`src/rtl/bitcnt_pipe.sv`:
```
// bitcnt_pipe: elastic, pipelined cpop / clz / ctz unit with an RV64 word mode.
//
// All three operations are folded into one population count:
//   cpop : count the ones of the (masked) operand.
//   ctz  : count the ones of ~x & (x - 1), i.e. the run of zeros below the
//          lowest set bit. For x == 0 that is every bit of the active field.
//   clz  : the same trick applied to the operand bit-reversed within N bits.
// The first pipeline stage produces per-byte counts. The remaining stages
// reduce them to the final count. Each stage carries a valid bit. A stage
// advances when the stage after it is empty or is advancing itself.
module bitcnt_pipe #(
  parameter int WIDTH  = 64,
  parameter int STAGES = 2
) (
  input  logic                   clk,
  input  logic                   reset,
  input  logic                   InValid,
  output logic                   InReady,
  input  logic [WIDTH-1:0]       A,
  input  logic [1:0]             Op,
  input  logic                   W,
  input  logic                   Flush,
  output logic                   OutValid,
  input  logic                   OutReady,
  output logic [$clog2(WIDTH):0] Result
);

  localparam int RW    = $clog2(WIDTH) + 1;     // result width, holds WIDTH exactly
  localparam int NB    = WIDTH / 8;             // number of byte lanes
  localparam int NB_LO = (NB + 1) / 2;          // byte lanes in the low partial sum
  localparam int WSH   = (WIDTH >= 64) ? 32 : 0; // realigns the reversed word field

  localparam logic [WIDTH-1:0] ONE_W  = {{(WIDTH-1){1'b0}}, 1'b1};
  localparam logic [WIDTH-1:0] ZERO_W = {WIDTH{1'b0}};
  localparam logic [RW-1:0]    ZERO_R = {RW{1'b0}};

  typedef enum logic [1:0] {
    OP_CPOP = 2'b00,
    OP_CLZ  = 2'b01,
    OP_CTZ  = 2'b10,
    OP_RSVD = 2'b11
  } op_e;

  // Number of ones in one byte.
  function automatic logic [3:0] pop8(input logic [7:0] b);
    logic [3:0] acc;
    acc = 4'd0;
    for (int i = 0; i < 8; i++) begin
      acc = acc + {3'b000, b[i]};
    end
    return acc;
  endfunction

  // Sum of the byte counts in lanes [lo, hi).
  function automatic logic [RW-1:0] sum_range(input logic [NB-1:0][3:0] c,
                                              input int lo, input int hi);
    logic [RW-1:0] acc;
    acc = {RW{1'b0}};
    for (int i = 0; i < NB; i++) begin
      if (i >= lo && i < hi) begin
        acc = acc + RW'(c[i]);
      end else begin
        acc = acc;
      end
    end
    return acc;
  endfunction

  // Operand conditioning and per-byte counts. These feed stage 0.
  logic                   w_eff;
  logic [WIDTH-1:0]       field_mask;
  logic [WIDTH-1:0]       x_op;
  logic [WIDTH-1:0]       full_rev;
  logic [WIDTH-1:0]       rev_op;
  logic [WIDTH-1:0]       count_vec;
  logic [NB-1:0][3:0]     cnt_s;

  // Pipeline control.
  logic [STAGES-1:0]      valid_r;
  logic [STAGES-1:0]      take_s;
  logic [STAGES-1:0]      prev_s;
  logic [STAGES-1:0]      load_s;
  logic                   in_fire;
  logic [RW-1:0]          res_r;

  // Word mode exists only on 64-bit builds. Mask the active field and build X.
  always_comb begin
    w_eff      = (WIDTH >= 64) ? W : 1'b0;
    field_mask = ZERO_W;
    x_op       = ZERO_W;
    for (int i = 0; i < WIDTH; i++) begin
      field_mask[i] = ~w_eff | (i < 32);
      x_op[i]       = A[i] & field_mask[i];
    end
  end

  // Reverse X within the active N-bit field so that clz becomes ctz.
  always_comb begin
    full_rev = ZERO_W;
    for (int i = 0; i < WIDTH; i++) begin
      full_rev[i] = x_op[WIDTH-1-i];
    end
    rev_op = w_eff ? (full_rev >> WSH) : full_rev;
  end

  // Select the bit vector whose population equals the requested count.
  always_comb begin
    count_vec = ZERO_W;
    case (op_e'(Op))
      OP_CPOP: count_vec = x_op;
      OP_CLZ:  count_vec = ~rev_op & (rev_op - ONE_W) & field_mask;
      OP_CTZ:  count_vec = ~x_op & (x_op - ONE_W) & field_mask;
      default: count_vec = ZERO_W;
    endcase
  end

  // Per-byte population counts of the selected vector.
  always_comb begin
    cnt_s = {NB{4'd0}};
    for (int b = 0; b < NB; b++) begin
      cnt_s[b] = pop8(count_vec[8*b +: 8]);
    end
  end

  // A stage can take new contents when it or any stage downstream of it is empty.
  // It can also take them when the consumer is draining the last stage.
  always_comb begin : p_take
    logic chain_full;
    take_s = {STAGES{1'b0}};
    for (int i = 0; i < STAGES; i++) begin
      chain_full = 1'b1;
      for (int j = i; j < STAGES; j++) begin
        chain_full = chain_full & valid_r[j];
      end
      take_s[i] = OutReady | ~chain_full;
    end
  end

  assign InReady = ~reset & ~Flush & take_s[0];
  assign in_fire = InValid & InReady;

  // Each stage loads the valid bit of its upstream neighbour.
  // Data registers load only when that upstream valid is set.
  always_comb begin
    prev_s    = {STAGES{1'b0}};
    prev_s[0] = in_fire;
    for (int i = 1; i < STAGES; i++) begin
      prev_s[i] = valid_r[i-1];
    end
    load_s = take_s & prev_s;
  end

  // Stage valid bits. Reset and flush empty the whole pipe.
  always_ff @(posedge clk) begin
    if (reset || Flush) begin
      valid_r <= {STAGES{1'b0}};
    end else begin
      for (int i = 0; i < STAGES; i++) begin
        if (take_s[i]) begin
          valid_r[i] <= prev_s[i];
        end else begin
          valid_r[i] <= valid_r[i];
        end
      end
    end
  end

  generate
    if (STAGES == 1) begin : g_one
      // The single stage registers the full sum taken directly from the byte counts.
      always_ff @(posedge clk) begin
        if (reset) begin
          res_r <= ZERO_R;
        end else if (load_s[0]) begin
          res_r <= sum_range(cnt_s, 0, NB);
        end else begin
          res_r <= res_r;
        end
      end
    end else if (STAGES == 2) begin : g_two
      logic [NB-1:0][3:0] cnt_r;

      // Stage 0 holds the byte counts.
      always_ff @(posedge clk) begin
        if (reset) begin
          cnt_r <= {NB{4'd0}};
        end else if (load_s[0]) begin
          cnt_r <= cnt_s;
        end else begin
          cnt_r <= cnt_r;
        end
      end

      // The output stage adds the byte counts together.
      always_ff @(posedge clk) begin
        if (reset) begin
          res_r <= ZERO_R;
        end else if (load_s[1]) begin
          res_r <= sum_range(cnt_r, 0, NB);
        end else begin
          res_r <= res_r;
        end
      end
    end else begin : g_three
      logic [NB-1:0][3:0] cnt_r;
      logic [RW-1:0]      lo_r;
      logic [RW-1:0]      hi_r;

      // Stage 0 holds the byte counts.
      always_ff @(posedge clk) begin
        if (reset) begin
          cnt_r <= {NB{4'd0}};
        end else if (load_s[0]) begin
          cnt_r <= cnt_s;
        end else begin
          cnt_r <= cnt_r;
        end
      end

      // Stage 1 reduces the byte counts to two partial sums, low half and high half.
      always_ff @(posedge clk) begin
        if (reset) begin
          lo_r <= ZERO_R;
          hi_r <= ZERO_R;
        end else if (load_s[1]) begin
          lo_r <= sum_range(cnt_r, 0, NB_LO);
          hi_r <= sum_range(cnt_r, NB_LO, NB);
        end else begin
          lo_r <= lo_r;
          hi_r <= hi_r;
        end
      end

      // The output stage adds the two partial sums.
      always_ff @(posedge clk) begin
        if (reset) begin
          res_r <= ZERO_R;
        end else if (load_s[2]) begin
          res_r <= lo_r + hi_r;
        end else begin
          res_r <= res_r;
        end
      end
    end
  endgenerate

  assign OutValid = valid_r[STAGES-1];
  assign Result   = res_r;

endmodule

```
`config.mk`:
```
export PLATFORM = sky130hd
export DESIGN_NAME = bitcnt_pipe
export DESIGN_NICKNAME = d
export VERILOG_FILES = /design/src/rtl/bitcnt_pipe.sv
export SDC_FILE = /design/constraint.sdc
export NUM_CORES = 1
export LEC_CHECK = 0
export BUFFER_PORTS_ARGS = -buffer_cell sky130_fd_sc_hd__buf_2
export CAP_MARGIN = 10
export CORE_AREA = 2 2 117 119
export DETAILED_ROUTE_END_ITERATION = 12
export DIE_AREA = 0 0 119 121
export GPL_TIMING_DRIVEN = 0
export HOLD_SLACK_MARGIN = 0.1
export PLACE_DENSITY = 0.71
export SYNTH_ARGS = -nofsm -noshare
export SYNTH_HDL_FRONTEND = slang
export SYNTH_SLANG_ARGS = --single-unit
```
`constraint.sdc`:
```
create_clock -name clk -period 7.57 [get_ports clk]
set_input_delay 1.8925 -clock clk [delete_from_list [all_inputs] [get_ports clk]]
set_output_delay 1.8925 -clock clk [all_outputs]
set_load 0.01 [all_outputs]
```
==> metrics <==
setup ws final=approximately 0.25 ns; Clock Tree Root=clkbuf_16; Hold WS=0.454 ns; syn nets=around 1000; Critical R2R Launch=g_two.cnt_r[0]; fin crit share=0.966; initial antenna violation count=0; Hold Path Depth=2; sequential area share after synthesis=0.127; total track usage=0.347; DRT Pass-1 Iters=7; vias in the first global route=between 7000 and 8000; r2r worst-path depth=19; power per standard cell area=~110 nW/µm²; slew margin rel.=0.264; Die H=between 100 and 150 µm; EDFF count, synth=0; gpl congestion=around 1.1; Die W=~120 µm; crit path capture type=flip-flop; IO buf count=75; routed wire length=25.0 mm; CTS Buffer Depth=2; Top FF cell, synth=dfxtp_1; RSZ-0062 raised after global routing=false; Antenna diodes=0; FMAX=137 MHz; Final Max Tran Viols=0; Fin Clk Skew=approximately 0.0047 ns; Setup CP Type=input pin to flip-flop; gate count of the mapped netlist=slightly below 900; register bit total from synthesis=41; Post-DRT Antenna Nets=0; Worst-path clk slew=around 0.060 ns; Placed Cells=1118; Reg2Reg Setup Slack=a little over 2 ns; reg-to-reg critical path endpoint=Result[6]; H-tree depth=2; Overflow after GRT=0; worst hold-check path type=flip-flop to flip-flop; Skew-Pair Late Insertion Delay=0.29 ns; leakage power=3.14 nW; critical path launch point type=input pin; Max-Cap Viols=0; Min-Delay Endpoint=g_two.cnt_r[19]; Cell Area, Synth=6480 µm²; # IOs=81; CP required=7.78 ns; share of layout cells above drive strength 1=0.116; Yosys cell types=76; Non-Filler Instances=1126; Post-CTS Setup Bufs=0; worst-path fanout max=6; utilization after layout=0.555; dpl ws=-0.174 ns; final hold vios=0; CP arrival=around 7.5 ns; min Tclk post-route=around 7.3 ns; clock sinks=41; row cnt=42; commonest non-fill, non-tap cells in the layout=nor2_1, nand2_1, a21oi_1; Avg Vias per Cell=~6.6; DPL Wire Length=just over 20 mm; Die ar.=approximately 14000 µm²; min-delay src=g_two.cnt_r[19]; endpoints failing setup=0; Starting Density=0.496; Syn-to-layout area delta=12.1%; worst IR drop on VDD=roughly 93 µV; nets=1112; 1st-iter DRT viols=roughly 840; CTS Buf Count=5; ys async rst share=0; Core Box Area=between 10000 and 15000 µm²; largest net degree at the start of global routing=13; Via Count=approximately 7400; Avg Cell Area, Syn=approximately 7.5 µm²; DRC=0; status=completed; DR WL/cell=around 22 µm; synth warn=0; Worst-Margin Slew=1.09 ns; fillers=between 1000 and 1500; CTS tree=yes; global-route wire length before repair=between 30 and 40 mm; Final Power=between 0.7 and 0.8 mW
[critical path: stages]
cell      delay [ns]
buf_2           0.16
nor4_2          0.73
nand3_1         0.46
or3_1           0.54
nor4_2          0.45
o21ai_1         0.28
or2_2           0.36
mux2i_1         0.15
a22oi_1         0.12
nor2_1          0.18
fa_1            0.46
fa_1            0.52
fa_1            0.48
fa_1            0.39
xnor2_1         0.14
a211oi_1        0.21
[metal layers]
layer / wire length, µm / track usage
met4: 1560 / 0.164
met5: 0 / 0
met2: 10200 / 0.527
met3: 3260 / 0.112
met1: 9970 / 0.446
[area by class of cell]
cell class                 count  area (µm²)  share of cell area
sequential                    41         821               0.113
clock buffer                   7         143              0.0196
tap                          176         220              0.0303
clock inverter                 1        30.0             0.00413
timing repair buffer          75         375              0.0516
multi-input combinational    741        5340               0.735
buffer                        37         155              0.0213
inverter                      48         180              0.0248
[Yosys cell counts, types with 22 or more instances]
library cell / n / area [µm²]
a211oi_1: 23 / 173
a21o_1: 23 / 173
a21oi_1: 83 / 415
clkbuf_1: 27 / 101
dfxtp_1: 41 / 821
fa_1: 39 / 781
ha_1: 52 / 651
inv_1: 48 / 180
nand2_1: 97 / 364
nor2_1: 97 / 364
nor3_1: 40 / 200
nor4_1: 25 / 156
o21ai_0: 22 / 110
[report_power, final]
part           internal, mW  total (mW)  switching (mW)
logic                0.0995       0.284           0.185
clock network         0.165       0.255          0.0905
registers             0.223       0.227         0.00442
[per-stage QoR]
| step | TNS (ns) | instance area (µm²) |
|---|---|---|
| after floorplan | 0 | 6480 |
| after global placement | -0.551 | 7080 |
| after detailed placement | -0.210 | 7080 |
| after CTS | 0 | 7250 |
| after global routing | 0 | 7270 |
| final | 0 | 7270 |
[worst max-delay path by stage]
stage                from               to  slack, ns  depth (start not counted)
global placement        W  g_two.cnt_r[26]      -0.22                         18
global route        A[10]  g_two.cnt_r[26]       0.09                         18
CTS                     W  g_two.cnt_r[26]       0.11                         18
floorplan               W  g_two.cnt_r[26]       0.98                         18
finish              A[24]  g_two.cnt_r[22]       0.25                         16
detailed placement      W  g_two.cnt_r[26]      -0.17                         18
[timing repair]
item | in CTS | in global routing
hold buffers | 0 | 0
endpoints found under the setup margin | 0 | 4
gates resized for setup | 0 | 5
[sequential cells by signal, summed over array words and instances, names as in the netlist]
name	cells
Result	7
g_two.cnt_r	32
valid_r	2
[logic make-up after synthesis]
family                   after synthesis  share of synthesized area
multiplexers                          22                     0.0343
adder cells (fa/ha/maj)               91                      0.221
AO/OA/AOI/OAI                        247                      0.256
buffers and inverters                 85                     0.0513
AND/OR/NAND/NOR                      351                      0.266
XOR/XNOR                              30                     0.0450
flip-flops                            41                      0.127
No activity file was read; power rests on OpenSTA's default activity.
